<file path="config.mk">
export PLATFORM = sky130hd
export DESIGN_NAME = cnt_chain_ctrl
export DESIGN_NICKNAME = d
export VERILOG_FILES = /design/src/rtl/cnt_chain_ctrl.sv
export SDC_FILE = /design/constraint.sdc
export NUM_CORES = 1
export LEC_CHECK = 0
export BUFFER_PORTS_ARGS = -buffer_cell sky130_fd_sc_hd__buf_2
export CORE_AREA = 5 5 64 110
export DETAILED_ROUTE_END_ITERATION = 6
export DIE_AREA = 0 0 69 115
export MAX_ROUTING_LAYER = met4
export PLACE_DENSITY = 0.65
export REMOVE_ABC_BUFFERS = 1
export SYNTH_ARGS = -nofsm -noshare
export SYNTH_HDL_FRONTEND = slang
export SYNTH_SLANG_ARGS = --single-unit
</file>
<file path="constraint.sdc">
create_clock -name clk -period 1.5 [get_ports clk]
set_input_delay 0.225 -clock clk [delete_from_list [all_inputs] [get_ports clk]]
set_output_delay 0.225 -clock clk [all_outputs]
set_load 0.05 [all_outputs]
</file>
<file path="src/rtl/cnt_chain_ctrl.sv">
// Run/stop/step/load sequencer for the counter chain: debounced buttons, short/long press events, control FSM.
// Optional display auto-scan of the digit pointer is compiled in with `define CNT_CTRL_AUTOSCAN_EN.
module cnt_chain_ctrl #(
    parameter int DEBOUNCE_MS = 10,
    parameter int LONG_MS     = 1000,
    parameter int SCAN_MS     = 1000
) (
    input  logic       clk,
    input  logic       rst,
    input  logic       ce1ms,
    input  logic       tick_in,
    input  logic       btn_run,
    input  logic       btn_step,
    input  logic [1:0] ptr_sel,
    output logic       ce_out,
    output logic       load,
    output logic       clr,
    output logic [1:0] state,
    output logic [1:0] ptr
);

    localparam int DW = $clog2(DEBOUNCE_MS + 1);
    localparam int HW = $clog2(LONG_MS + 1);
    localparam int BTN_RUN  = 0;
    localparam int BTN_STEP = 1;

    typedef enum logic [1:0] {
        ST_STOP = 2'd0,
        ST_RUN  = 2'd1,
        ST_STEP = 2'd2,
        ST_LOAD = 2'd3
    } state_t;

    logic [1:0] btn_s;
    logic [1:0] short_s;
    logic [1:0] long_s;

    assign btn_s = {btn_step, btn_run};

    for (genvar b = 0; b < 2; b++) begin : g_btn
        logic          sync1_r;
        logic          sync2_r;
        logic          deb_r;
        logic          deb_d_r;
        logic [DW-1:0] deb_cnt_r;
        logic [HW-1:0] hold_r;
        logic          short_r;
        logic          long_r;

        // Two-flop synchronizer for the raw button level
        always_ff @(posedge clk or posedge rst) begin
            if (rst) begin
                sync1_r <= 1'b0;
                sync2_r <= 1'b0;
            end else begin
                sync1_r <= btn_s[b];
                sync2_r <= sync1_r;
            end
        end

        // Debouncer: level must disagree for DEBOUNCE_MS consecutive ms samples to flip
        always_ff @(posedge clk or posedge rst) begin
            if (rst) begin
                deb_r     <= 1'b0;
                deb_cnt_r <= '0;
            end else if (ce1ms) begin
                if (sync2_r != deb_r) begin
                    if (deb_cnt_r >= DW'(DEBOUNCE_MS - 1)) begin
                        deb_r     <= sync2_r;
                        deb_cnt_r <= '0;
                    end else begin
                        deb_cnt_r <= deb_cnt_r + DW'(1);
                    end
                end else begin
                    deb_cnt_r <= '0;
                end
            end
        end

        // Hold timer and press classification; the saturated count suppresses both a second long and a short
        always_ff @(posedge clk or posedge rst) begin
            if (rst) begin
                deb_d_r <= 1'b0;
                hold_r  <= '0;
                short_r <= 1'b0;
                long_r  <= 1'b0;
            end else begin
                deb_d_r <= deb_r;
                if (!deb_r) begin
                    hold_r <= '0;
                end else if (ce1ms && (hold_r < HW'(LONG_MS))) begin
                    hold_r <= hold_r + HW'(1);
                end
                long_r  <= ce1ms & deb_r & (hold_r == HW'(LONG_MS - 1));
                short_r <= deb_d_r & ~deb_r & (hold_r < HW'(LONG_MS));
            end
        end

        assign short_s[b] = short_r;
        assign long_s[b]  = long_r;
    end

    state_t state_r;
    state_t state_next_s;
    logic   clr_next_s;
    logic   load_r;
    logic   clr_r;

    // Next-state decode; run events are tested before step events so they win on a tie
    always_comb begin
        state_next_s = state_r;
        clr_next_s   = 1'b0;
        case (state_r)
            ST_STOP: begin
                if (short_s[BTN_RUN]) begin
                    state_next_s = ST_RUN;
                end else if (long_s[BTN_RUN]) begin
                    state_next_s = ST_LOAD;
                end else if (short_s[BTN_STEP]) begin
                    state_next_s = ST_STEP;
                end else if (long_s[BTN_STEP]) begin
                    clr_next_s = 1'b1;
                end else begin
                    state_next_s = ST_STOP;
                end
            end
            ST_RUN: begin
                if (short_s[BTN_RUN]) begin
                    state_next_s = ST_STOP;
                end else if (long_s[BTN_RUN]) begin
                    state_next_s = ST_LOAD;
                end else if (long_s[BTN_STEP]) begin
                    state_next_s = ST_STOP;
                    clr_next_s   = 1'b1;
                end else begin
                    state_next_s = ST_RUN;
                end
            end
            ST_STEP: state_next_s = ST_STOP;
            ST_LOAD: state_next_s = ST_STOP;
            default: state_next_s = ST_STOP;
        endcase
    end

    // State register with strobes aligned to the first cycle of the new state
    always_ff @(posedge clk or posedge rst) begin
        if (rst) begin
            state_r <= ST_STOP;
            load_r  <= 1'b0;
            clr_r   <= 1'b0;
        end else begin
            state_r <= state_next_s;
            load_r  <= (state_next_s == ST_LOAD);
            clr_r   <= clr_next_s;
        end
    end

    // Count-enable must pass tick_in with no latency, so it is decoded from the registered state
    assign ce_out = ((state_r == ST_RUN) & tick_in) | (state_r == ST_STEP);
    assign load   = load_r;
    assign clr    = clr_r;
    assign state  = state_r;

    logic [1:0] ptr_r;

`ifdef CNT_CTRL_AUTOSCAN_EN
    localparam int SW = $clog2(SCAN_MS + 1);
    logic [SW-1:0] scan_cnt_r;
    logic          unused_ptr_sel_s;

    assign unused_ptr_sel_s = ^ptr_sel;

    // Auto-scan: advance the digit pointer every SCAN_MS ms
    always_ff @(posedge clk or posedge rst) begin
        if (rst) begin
            scan_cnt_r <= '0;
            ptr_r      <= 2'd0;
        end else if (ce1ms) begin
            if (scan_cnt_r >= SW'(SCAN_MS - 1)) begin
                scan_cnt_r <= '0;
                ptr_r      <= ptr_r + 2'd1;
            end else begin
                scan_cnt_r <= scan_cnt_r + SW'(1);
            end
        end
    end
`else
    // Manual pointer, registered once
    always_ff @(posedge clk or posedge rst) begin
        if (rst) begin
            ptr_r <= 2'd0;
        end else begin
            ptr_r <= ptr_sel;
        end
    end
`endif

    assign ptr = ptr_r;

endmodule

</file>
* After elaboration in Yosys (flattened, before gate mapping)
Cells that the tools add are included.
Word-level totals: memories kept 0, output and inout port bits 7, input port bits 8, latch bits 0, flip-flop bits (word level) 46, bits in writable memories 0, bits in read-only memories 0
Operators by class: multiplexer cells 23, $add $sub $neg 4, $mul 0, magnitude comparators 4, div/mod/pow operators 0, bitwise gates (word level) 12, eq/ne operators 10, shift operators 0, reduce and logical (&&, ||, !) cells 6
Operators with widths (number):
- 2-to-1 mux 10 bit | 4
- adder 10 x 1 -> 10 bit (second input constant) | 2
- == test 10 bit (second input constant) | 2
- < comparator 10 bit (second input constant) | 2
- 2-to-1 mux 4 bit | 4
- 2-to-1 mux 2 bit | 6
- bitwise AND 1 bit | 9
- adder 4 x 1 -> 4 bit (second input constant) | 2
- >= comparator 4 bit (second input constant) | 2
- 2-to-1 mux 1 bit | 7
- == test 2 bit (second input constant) | 3
- one-hot mux 2 bit (3 select lines) | 1
- AND reduction 3 bit | 2
- != test 2 x 1 -> 1 bit (second input constant) | 2
- == test 2 x 1 -> 1 bit (second input constant) | 1
- logical AND 1 bit | 2
- logical NOT 2 bit | 1
- != test 1 bit | 2
- NOT 1 bit | 2
- one-hot mux 1 bit (2 select lines) | 1
- OR reduction 2 bit | 1
- bitwise OR 1 bit | 1

* Longest topological paths before layout
depth after elaboration 6, gate-level depth with buffers 6, depth with buffers taken out 6

* Least setup slack after synthesis
No wires, ideal clock.
kind register to output, from reg state_r[1], in the netlist state[1], to out ce_out, path buffers 0, data required time 1275 ps, stages on the path, launching flop included 2, path slack -339 ps, arrival 1614 ps, cells stage by stage dfrtp_1 > mux2i_1
Between the ends: cells in the longest elaborated chain, start to end 3
Ends and longest elaborated chain:
- start: declaration | line 103 | state_t state_r;
- start signal: assignment | line 152 | state_r <= state_next_s;
- == test 2 x 1 -> 1 bit | line 159 | assign ce_out = ((state_r == ST_RUN) & tick_in) | (state_r == ST_STEP);
- bitwise AND 1 bit | line 159
- bitwise OR 1 bit * | line 159
- end: declaration | line 15 | output logic ce_out,
Mark *: on every way between the ends. The rest lies on a longest branch, timed or not.

* Final worst setup path
from reg g_btn[0].deb_cnt_r[0], to reg g_btn[0].deb_cnt_r[0]
Between the ends: cells in the longest elaborated chain, start to end 3
Ends and longest elaborated chain:
- start: declaration | line 45 | logic [DW-1:0] deb_cnt_r;
- start signal: assignment | line 72 | deb_cnt_r <= deb_cnt_r + DW'(1);
- adder 4 x 1 -> 4 bit / >= comparator 4 bit (equally long branches) | line 72, 68
- 2-to-1 mux 4 bit * | line 68 | if (deb_cnt_r >= DW'(DEBOUNCE_MS - 1)) begin
- 2-to-1 mux 4 bit * | line 67 | if (sync2_r != deb_r) begin
Marks and branches as above. A chain may end at the register's enable or synchronous reset.

==> metrics.json <==
{
  "grt": {
    "wire_length_of_the_first_global_routing_pass_mm": 7.431,
    "grt_use_met2": 0.2239,
    "grt_start_max_net_pins": 47,
    "via_count_of_the_first_global_routing_pass": 1741,
    "met3_usage": 0.02887,
    "grt_util_met1": 0.1079,
    "globalRouteOverflowTotal": 0,
    "antenna_found_initial": 0,
    "track_usage": 0.1183,
    "busiest_layer": "met2"
  },
  "clocking": {
    "clock_sinks": 46,
    "cts_inserted_buffers": 5,
    "clk_pin_slew_ns": 0.08,
    "cts.htree.levels": 2,
    "worst_skew_pair.late_latency_ns": 0.30,
    "cts.path.max_buffers": 2,
    "cts_root_buffer": "clkbuf_8",
    "cts_tree": "yes"
  },
  "yosys": {
    "postSynthRegisterBits": 46,
    "ys_warn_count": 0,
    "syn_area_per_cell_um2": 10.39,
    "synth_area_leaders": "dfrtp_1, ha_1, nor2_1",
    "synth_seq_area_share": 0.5327,
    "syn-instance-count": 208,
    "dominantRegCellSynth": "dfrtp_1",
    "yosys.cell_types.count": 42,
    "netlist_area_um2": 2161,
    "post-synth-top-area-cell": "dfrtp_1",
    "post_synth_edffs": 0,
    "synth.top_cell.area_share": 0.5327,
    "synth_async_sr_flop_share": 1.000
  },
  "power": {
    "p_leak_nw": 1.224,
    "power.ir.vdd_worst_mv": 0.4391,
    "fin_total_pwr_mw": 2.522,
    "p_per_area_nw_per_um2": 946.9
  },
  "cells_and_area": {
    "finish.instance_area_um2": 2664,
    "ff_latch_area_um2": 1151,
    "multi_input_area_um2": 998.5,
    "antennaDiodeCount": 0,
    "area_growth_pct": 23.28,
    "fillerInstances": 611,
    "layout.nets": 266,
    "fraction_of_final_layout_cells_sized_beyond_drive_strength_1": 0.2880
  },
  "routing": {
    "detail_route.wirelength_mm": 4.286,
    "detail_route.wl_per_cell_um": 12.99,
    "detailedRoute.firstIterationViolations": 117,
    "ant_nets": 0,
    "drc": 0,
    "via_count": 1708,
    "drtPass1Iterations": 5,
    "vias_per_cell": 5.176
  },
  "die": {
    "pin_count": 15,
    "core.rowCount": 38,
    "floorplan.initialDensity": 0.3551,
    "placeableCoreArea_um2": 6086,
    "floorplan.die_area_um2": 7935,
    "die_width_um": 69,
    "chipHeight_um": 115
  },
  "critical_path": {
    "critical_path_type": "register to register",
    "critical_path_peak_fanout": 5,
    "worst_setup_path_end_kind": "register",
    "worstPathRequired_ns": 1.72,
    "critical_path_arrival_ns": 1.89,
    "worstSetupStartpointType": "register"
  },
  "status": {
    "violations_in_the_final_reports": "setup timing",
    "run_status": "finished, violations left"
  },
  "sta": {
    "worst_slack_ns": -0.1657,
    "report.final.setup_viol": 9,
    "tightest_slew_ns": 0.3737,
    "timing.max_slew.rel_slack": 0.7482,
    "clock-skew-final_ns": 0.01046,
    "min_period_ns": 1.666,
    "min_period_over_period": 1.110,
    "maxSlewViolCount": 0,
    "timing.fmax_ghz": 0.6004,
    "final.hold.worst_slack_ns": 0.03130,
    "hold_viol_final": 0,
    "grt_setup_unrepaired": "true"
  },
  "job": {
    "drv.max_cap_violation_count": 0
  },
  "place": {
    "place.detailed.hpwl_mm": 3.025,
    "placed_cell_area_um2": 2484,
    "buffer_ports.inserted": 14,
    "gpl.final_weighted_congestion": 0.7867
  },
  "worst_hold_path": {
    "min_path_type": "input pin to register"
  }
}
==> area by class of cell <==
class                      instances  area share
clock buffer                       5     0.02583
clock inverter                     2    0.003758
inverter                          11     0.01550
multi-input combinational        145      0.3748
sequential                        46      0.4321
tap                               80     0.03758
timing repair buffer              41      0.1104
==> synthesized netlist by cell type (3+ instances only) <==
cell type / instances
a211oi_1: 5
a21oi_1: 7
and3_1: 5
clkbuf_1: 3
dfrtp_1: 46
ha_1: 8
inv_1: 9
mux2i_1: 3
nand2_1: 12
nand3_1: 13
nand4_1: 5
nor2_1: 19
nor3_1: 7
o211a_1: 3
o211ai_1: 4
o21ai_0: 12
or3_1: 3
xnor2_1: 5
xor2_1: 5
==> worst paths after layout <==
| kind | startpoint | end | slack, ns | cells past startpoint |
|---|---|---|---|---|
| setup / recovery | g_btn[0].deb_cnt_r[0] | g_btn[0].deb_cnt_r[0] | -0.17 | 6 |
| hold reg to reg | g_btn[0].sync1_r | g_btn[0].sync2_r | 0.36 | 0 |
| hold / removal | btn_step | g_btn[1].sync1_r | 0.03 | 1 |
| min in group asynchronous | rst | g_btn[0].hold_r[7] | 0.50 | 4 |
| max in group asynchronous | rst | g_btn[1].hold_r[1] | 0.79 | 4 |
| setup reg to reg | g_btn[0].deb_cnt_r[0] | g_btn[0].deb_cnt_r[0] | -0.17 | 6 |
==> routing by layer <==
| layer | share of wire | wire (um) |
|---|---|---|
| met2 | 0.55 | 2360 |
| met1 | 0.38 | 1646 |
| met5 | 0 | 0 |
| met4 | 0.030 | 127 |
| met3 | 0.035 | 151 |
==> worst max-delay path: stages, from the launching register on <==
cell     delay [ns]
dfrtp_1        0.43
inv_2          0.08
ha_1           0.13
or3b_4         0.37
a21o_1         0.18
or3_1          0.31
o21ai_1        0.09
==> registers in the layout (all words and copies together) (netlist names) <==
name and count:
ptr 2, g_btn.hold_r 20, g_btn.sync1_r 2, state 2, g_btn.deb_d_r 2, clr 1, g_btn.deb_cnt_r 8, g_btn.long_r 2
g_btn.short_r 2, g_btn.sync2_r 2, g_btn.deb_r 2, load 1
==> kinds of logic after synthesis <==
kind of cell | share of synthesized area
and+or+nand+nor | 0.1853
xor gates and xnor gates | 0.04053
adders and majority gates | 0.04632
AOI/OAI and AO/OA | 0.1367
buffers and inverters | 0.03416
muxes | 0.02432
DFF | 0.5327
==> cell usage in the layout, fill, tap and decap left out, drive strengths merged, types with 3 or more instances in the layout <==
cell type,netlist,routed
nand4,5,5
nor2,19,19
nand2,12,12
o21ai,12,12
and3,5,5
nand3,13,13
xor2,5,5
xnor2,5,5
a211oi,5,5
mux2i,3,3
clkinv,2,4
o211a,3,3
buf,3,39
or3,3,3
clkbuf,3,6
a21oi,7,7
dfrtp,46,46
inv,9,9
nor3,7,7
o211ai,4,4
ha,8,8
==> power by group <==
part           internal, mW  switching (mW)
combinational         0.211           0.257
clock                 0.313           0.398
sequential             1.29          0.0494
total                  1.82           0.704
==> repair_timing <==
action	4_1_cts	5_1_grt
pin swaps	9	3
setup buffers	2	1
gates resized for setup	18	9
hold endpoints to repair	46	0
hold buffers	1	0
setup endpoints to repair	10	14
==> through the flow <==
stage,util,setup TNS [ns],cells,setup slack (ns)
global route,0.4377,-1.524,330,-0.2544
floorplan,-,-0.9303,202,-0.3391
CTS,0.4332,-0.8918,329,-0.1796
global placement,0.4081,-1.085,319,-0.2083
finish,0.4377,-0.9118,330,-0.1657
detailed placement,0.4081,-1.534,319,-0.2795
(Power assumes the default switching activity.)
